File: src/rtl/equalizer_mul_arbiter.sv
// Round-robin scheduler sharing one pipelined signed 16x16 multiplier among
// several equalizer requesters. Each issued operation carries a tag {valid, id}
// through a pipe that tracks the multiplier. The tag returns the result to its
// issuer. An undeliverable result at the multiplier output freezes the whole
// pipe through mul_ce.
module equalizer_mul_arbiter #(
  parameter int N_REQ       = 4,
  parameter int MUL_LATENCY = 3,
  parameter int MAX_BURST   = 4
) (
  input  logic                               clk,
  input  logic                               reset,
  input  logic [N_REQ-1:0]                   req_valid,
  input  logic [16*N_REQ-1:0]                req_a,
  input  logic [16*N_REQ-1:0]                req_b,
  output logic [N_REQ-1:0]                   req_ready,
  output logic [N_REQ-1:0]                   rsp_valid,
  output logic [21:0]                        rsp_data,
  input  logic [N_REQ-1:0]                   rsp_ready,
  output logic                               mul_ce,
  output logic [15:0]                        mul_din0,
  output logic [15:0]                        mul_din1,
  input  logic [21:0]                        mul_dout,
  output logic                               busy,
  output logic [$clog2(MUL_LATENCY+1)-1:0]   inflight
);

  localparam int IDW = $clog2(N_REQ);
  localparam int CW  = $clog2(MUL_LATENCY + 1);
  localparam int BW  = (MAX_BURST > 1) ? $clog2(MAX_BURST) : 1;
  localparam logic [BW-1:0]  BURST_LAST = BW'(MAX_BURST - 1);
  localparam logic [IDW-1:0] ID_MAX     = IDW'(N_REQ - 1);

  typedef enum logic [1:0] {
    ST_IDLE  = 2'd0,
    ST_RUN   = 2'd1,
    ST_STALL = 2'd2
  } state_t;

  // Tag pipe: stage MUL_LATENCY-1 is the head, aligned with mul_dout.
  logic           tag_valid_reg [MUL_LATENCY];
  logic [IDW-1:0] tag_id_reg    [MUL_LATENCY];
  logic           head_valid;
  logic [IDW-1:0] head_id;

  // Arbiter state.
  logic [IDW-1:0] last_reg, last_next;
  logic [BW-1:0]  burst_cnt_reg, burst_cnt_next;
  logic           burst_live_reg, burst_live_next;

  // Occupancy and control state.
  logic [CW-1:0]  inflight_reg, inflight_next;
  state_t         state_reg, state_next;

  logic           grant;
  logic [IDW-1:0] grant_id;
  logic [IDW-1:0] idx;
  logic           deliver;

  logic [15:0]    op_a [N_REQ];
  logic [15:0]    op_b [N_REQ];

  assign head_valid = tag_valid_reg[MUL_LATENCY-1];
  assign head_id    = tag_id_reg[MUL_LATENCY-1];

  // The pipe freezes only when a valid head cannot hand off to its owner.
  assign mul_ce  = !(head_valid && !rsp_ready[head_id]);
  assign deliver = head_valid && mul_ce;

  // Unpack the operand buses and build the per-requester one-hot outputs.
  for (genvar gi = 0; gi < N_REQ; gi++) begin : g_req
    assign op_a[gi]      = req_a[16*gi +: 16];
    assign op_b[gi]      = req_b[16*gi +: 16];
    assign req_ready[gi] = grant && (grant_id == IDW'(gi));
    assign rsp_valid[gi] = head_valid && (head_id == IDW'(gi));
  end

  // The multiplier output goes straight to the requesters. The multiplier
  // already yields the wrapped low 22 bits of the product.
  assign rsp_data = mul_dout;

  // Drive zeros into the multiplier on bubbles so idle cycles are deterministic.
  assign mul_din0 = grant ? op_a[grant_id] : 16'd0;
  assign mul_din1 = grant ? op_b[grant_id] : 16'd0;

  // Arbitration: extend the owner's burst if allowed, else round-robin from last+1.
  // The burst owner is valid only while its grants continue without a gap.
  // After reset or a bubble the search starts fresh from last+1.
  always_comb begin
    grant           = 1'b0;
    grant_id        = last_reg;
    last_next       = last_reg;
    burst_cnt_next  = burst_cnt_reg;
    burst_live_next = burst_live_reg;
    idx             = last_reg;
    if (mul_ce) begin
      if (burst_live_reg && req_valid[last_reg] && (burst_cnt_reg < BURST_LAST)) begin
        grant          = 1'b1;
        grant_id       = last_reg;
        burst_cnt_next = burst_cnt_reg + 1'b1;
      end else begin
        for (int k = 0; k < N_REQ; k++) begin
          idx = (idx == ID_MAX) ? '0 : idx + 1'b1;
          if (!grant && req_valid[idx]) begin
            grant    = 1'b1;
            grant_id = idx;
          end
        end
        if (grant) begin
          last_next      = grant_id;
          burst_cnt_next = '0;
        end
      end
      burst_live_next = grant;
    end
  end

  // Occupancy: +1 on grant, -1 on head delivery. When both happen it holds.
  always_comb begin
    inflight_next = inflight_reg;
    case ({grant, deliver})
      2'b10:   inflight_next = inflight_reg + CW'(1);
      2'b01:   inflight_next = inflight_reg - CW'(1);
      default: inflight_next = inflight_reg;
    endcase
  end

  // Control FSM next state: IDLE when empty and quiet, STALL while frozen.
  always_comb begin
    state_next = state_reg;
    case (state_reg)
      ST_IDLE: begin
        if (|req_valid) state_next = ST_RUN;
      end
      ST_RUN: begin
        if (!mul_ce)
          state_next = ST_STALL;
        else if (!grant && (inflight_next == '0) && !(|req_valid))
          state_next = ST_IDLE;
      end
      ST_STALL: begin
        if (mul_ce) state_next = ST_RUN;
      end
      default: state_next = ST_IDLE;
    endcase
  end

  // Tag pipe shift. Reset drops every in-flight tag, so stale products are ignored.
  always_ff @(posedge clk) begin
    if (reset) begin
      for (int k = 0; k < MUL_LATENCY; k++) begin
        tag_valid_reg[k] <= 1'b0;
        tag_id_reg[k]    <= '0;
      end
    end else if (mul_ce) begin
      tag_valid_reg[0] <= grant;
      tag_id_reg[0]    <= grant_id;
      for (int k = 1; k < MUL_LATENCY; k++) begin
        tag_valid_reg[k] <= tag_valid_reg[k-1];
        tag_id_reg[k]    <= tag_id_reg[k-1];
      end
    end
  end

  // Arbiter pointer and burst tracking. These hold during stalls.
  always_ff @(posedge clk) begin
    if (reset) begin
      last_reg       <= ID_MAX;
      burst_cnt_reg  <= '0;
      burst_live_reg <= 1'b0;
    end else begin
      last_reg       <= last_next;
      burst_cnt_reg  <= burst_cnt_next;
      burst_live_reg <= burst_live_next;
    end
  end

  // Occupancy counter and control state register.
  always_ff @(posedge clk) begin
    if (reset) begin
      inflight_reg <= '0;
      state_reg    <= ST_IDLE;
    end else begin
      inflight_reg <= inflight_next;
      state_reg    <= state_next;
    end
  end

  assign inflight = inflight_reg;
  assign busy     = (state_reg != ST_IDLE) || (inflight_reg != '0);

endmodule
File: config.mk
export PLATFORM = sky130hd
export DESIGN_NAME = equalizer_mul_arbiter
export DESIGN_NICKNAME = d
export VERILOG_FILES = /design/src/rtl/equalizer_mul_arbiter.sv
export SDC_FILE = /design/constraint.sdc
export NUM_CORES = 1
export LEC_CHECK = 0
export ABC_CLOCK_PERIOD_IN_PS = 3470
export BUFFER_PORTS_ARGS = -buffer_cell sky130_fd_sc_hd__buf_4
export CAP_MARGIN = 20
export CORE_AREA = 2 2 88 90
export DETAILED_ROUTE_END_ITERATION = 8
export DIE_AREA = 0 0 90 92
export GPL_ROUTABILITY_DRIVEN = 0
export GPL_TIMING_DRIVEN = 1
export PLACE_DENSITY = 0.8
export SYNTH_ARGS = -nofsm -noshare
export SYNTH_HDL_FRONTEND = slang
export SYNTH_SLANG_ARGS = --single-unit
export TNS_END_PERCENT = 10
File: constraint.sdc
create_clock -name clk -period 3.47 [get_ports clk]
set_input_delay 0.1735 -clock clk [delete_from_list [all_inputs] [get_ports clk]]
set_output_delay 0.1735 -clock clk [all_outputs]
set_load 0.02 [all_outputs]
==> impl_metrics.env <==
export IMPL_critPathRequiredTime_ns=3.30
export IMPL_period_minus_slack_ns=3.266
export IMPL_reg2reg_from="tag_id_reg[0][5]"
export IMPL_grt_usage=0.1865
export IMPL_maxSlewViolCount=0
export IMPL_overflow=0
export IMPL_path_cells="ha_4 > xnor2_1 > a32o_1 > a211o_1 > a21oi_2 > mux2i_4 > buf_12 > mux2i_1 > o22ai_1 > buf_4"
export IMPL_clock_latency_ns=0.25
export IMPL_rows=32
export IMPL_crit_family="compound AO/OA/AOI/OAI gates"
export IMPL_drtAntennaViolNets=0
export IMPL_hp_start="reset"
export IMPL_whs_endpoint="inflight[1]"
export IMPL_critPathSlowestCell="dfxtp_1"
export IMPL_ff2ff_setup_slack_ns=0.73
export IMPL_worst_r2r_cell_count=11
export IMPL_final_hold_viol_count=0
export IMPL_cts_path_max_buffers=2
export IMPL_whs_path_depth=2
export IMPL_wl_per_cell_um=16.16
export IMPL_critical_path_endpoint_type="primary output"
export IMPL_synth_edf_count=9
export IMPL_hold_class="primary input to flip-flop"
export IMPL_h_tree_depth=1
export IMPL_fmax_mhz=306.1
export IMPL_dr_pass1_iters=4
export IMPL_criticalPathCategory="flip-flop to primary output"
export IMPL_nets=581
export IMPL_num_vias=2663
export IMPL_avgSynthCellArea_um2=9.124
export IMPL_io_buffers=181
export IMPL_dr_first_iter_drc_count=65
export IMPL_drc_errors=0
export IMPL_largest_reg_flops=6
export IMPL_syn_nets=430
export IMPL_arrival_ns=3.09
export IMPL_via_per_inst=5.131
export IMPL_antenna_found_initial=0
export IMPL_synthFlopType="edfxtp_1"
export IMPL_final_period_utilization=0.9414
export IMPL_leakage_nw=1.883
export IMPL_peakVddDrop_mv=0.6426
export IMPL_die_area_mm2=0.008280
export IMPL_dp_final_hpwl_mm=6.896
export IMPL_status="completed"
export IMPL_synth_warnings=0
export IMPL_cts_setup_buffers=0
export IMPL_drt_total_wl_mm=8.388
export IMPL_area_delta_synth_final_pct=53.67
export IMPL_relSlewSlack=0.5607
export IMPL_power_density_mw_per_mm2=1124
export IMPL_setup_viol=0
export IMPL_seq_area_frac_synth=0.1849
export IMPL_grt_pass1_vias=2510
export IMPL_start_util=0.3271
export IMPL_worst_slew_pin_slew_ns=0.6529
export IMPL_crit_fanout=19
export IMPL_grt_pass1_wl_mm=12.52
export IMPL_cp_buffers_inverters=2
export IMPL_cts_hold_buf=0
export IMPL_start_kind="flip-flop"
export IMPL_cp_num_cells=10
export IMPL_r2r_end="state_reg[0]"
export IMPL_cts_clk_slew_worst_paths_ns=0.07
export IMPL_pin_count=226
export IMPL_syn_inst=267
export IMPL_syn_area_mm2=0.002436
export IMPL_cts_tree="yes"
export IMPL_antenna_cells=0
export IMPL_setup_tns_ns=0
export IMPL_rsz0062_at_grt="false"
export IMPL_ys_ff_latch=18
export IMPL_cts_buffers=3
export IMPL_drv_cap=0
export IMPL_drive_above_1_share=0.4964
export IMPL_grt_max_degree=38
export IMPL_yosysUniqueCellTypes=48
export IMPL_die_y_um=92
export IMPL_root_buffer="clkbuf_8"
export IMPL_die_w_um=90
export IMPL_post_route_util=0.5027
export IMPL_core_area_mm2=0.007447
export IMPL_synthArstFlopShare=0
export IMPL_max_stage_delay_ns=0.43
export IMPL_clkSinkCount=18
export IMPL_fillers=707
export IMPL_skew_ns=0.004266
## layout make-up
class / count / area [um2] / area share
clock buffer: 4 / 55.05 / 0.01471
multi-input combinational: 201 / 1627 / 0.4345
sequential: 18 / 450.4 / 0.1203
tap: 102 / 127.6 / 0.03409
timing repair buffer: 190 / 1469 / 0.3924
inverter: 4 / 15.01 / 0.004011
## synthesized netlist by cell type, drive strengths merged, types with 4 or more instances
| library cell | instances | area (um2) |
|---|---|---|
| buf | 42 | 370.4 |
| nor3 | 8 | 40.04 |
| and2 | 7 | 43.79 |
| nand2 | 6 | 25.03 |
| inv | 4 | 15.01 |
| mux2i | 70 | 700.7 |
| dfxtp | 9 | 180.2 |
| a21oi | 8 | 43.79 |
| nor2b | 5 | 31.28 |
| edfxtp | 9 | 270.3 |
| o21ai | 4 | 20.02 |
| nor2 | 17 | 63.81 |
| o22ai | 33 | 206.5 |
## per-stage QoR
step / instance area (um2) / hold WS [ns] / instances / worst slack [ns] / power [mW]
floorplan: 2436 / 0.4446 / 267 / 0.7728 / 3.007
global placement: 3642 / 0.3471 / 514 / 0.3744 / 3.883
detailed placement: 3642 / 0.3471 / 514 / 0.3407 / 3.936
CTS: 3697 / 0.1717 / 518 / 0.04983 / 4.113
global route: 3744 / 0.1898 / 519 / 0.05228 / 4.473
finish: 3744 / 0.1726 / 519 / 0.2035 / 4.209
## metal layers
| metal | up-vias | track usage | routed length [um] |
|---|---|---|---|
| met5 | - | 0 | 0 |
| met4 | 0 | 0.02308 | 8 |
| met3 | 2 | 0.05341 | 666 |
| met2 | 119 | 0.3383 | 4481 |
| met1 | 1253 | 0.2252 | 3231 |
| li1 | 1289 | - | - |
## repair_timing
item / 4_1_cts / 5_1_grt
gates resized for setup: 0 / 4
endpoints found under the setup margin: 0 / 29
hold endpoints to repair: 0 / 0
## where the power goes
group	leakage (nW)	internal [mW]	switching [mW]	total, mW
Sequential	0.179	0.276	0.0355	0.311
Clock	0.0288	0.101	0.0683	0.169
Combinational	1.68	1.74	1.99	3.73
## how the worst max path moves through the flow
stage                      startpoint            to  slack, ns
after global placement    last_reg[1]  mul_din1[11]       0.37
after CTS                 last_reg[1]  mul_din1[11]       0.05
after detailed placement  last_reg[1]  mul_din1[11]       0.34
after floorplan           last_reg[0]  mul_din0[14]       0.77
after global routing      last_reg[0]   mul_din0[7]       0.05
final                     last_reg[1]  mul_din1[11]       0.20
## layout by cell type (no fill, tap or decap), drive strengths merged, types with 2 or more instances in the layout
cell | synthesis | final
or2 | 2 | 2
a21oi | 8 | 8
nor4b | 3 | 3
buf | 42 | 189
ha | 3 | 3
a211o | 3 | 3
nand2 | 6 | 6
nor3 | 8 | 8
o21a | 2 | 2
nor2 | 17 | 17
mux2 | 3 | 3
dfxtp | 9 | 9
clkbuf | 2 | 5
o21ai | 4 | 4
o22ai | 33 | 33
mux2i | 70 | 70
and2 | 7 | 7
nor2b | 5 | 5
nand3b | 2 | 2
edfxtp | 9 | 9
inv | 4 | 4
mux4 | 2 | 2
nand2b | 3 | 3
nor3b | 3 | 3
and3 | 2 | 2
xnor2 | 3 | 3
## worst register-to-register path: stages (launching register included)
cell,delay (ns)
edfxtp_1,0.45
mux2_2,0.27
o22ai_1,0.10
buf_4,0.19
nor2_1,0.35
inv_2,0.14
ha_1,0.36
nor2b_1,0.16
a21oi_1,0.13
o211ai_1,0.11
a211o_1,0.30
a21oi_1,0.11
## kinds of logic (layout without fill, tap and decap cells)
| family | Yosys count | count (layout) | synth area share |
|---|---|---|---|
| muxes | 75 | 75 | 0.3231 |
| and+or+nand+nor | 62 | 62 | 0.1413 |
| AOI/OAI and AO/OA | 58 | 58 | 0.1633 |
| buffers and inverters | 48 | 198 | 0.1613 |
| DFF | 18 | 18 | 0.1849 |
| adders and majority gates | 3 | 3 | 0.01541 |
| xor gates and xnor gates | 3 | 3 | 0.01079 |
Power figures use the tool's default switching activity.
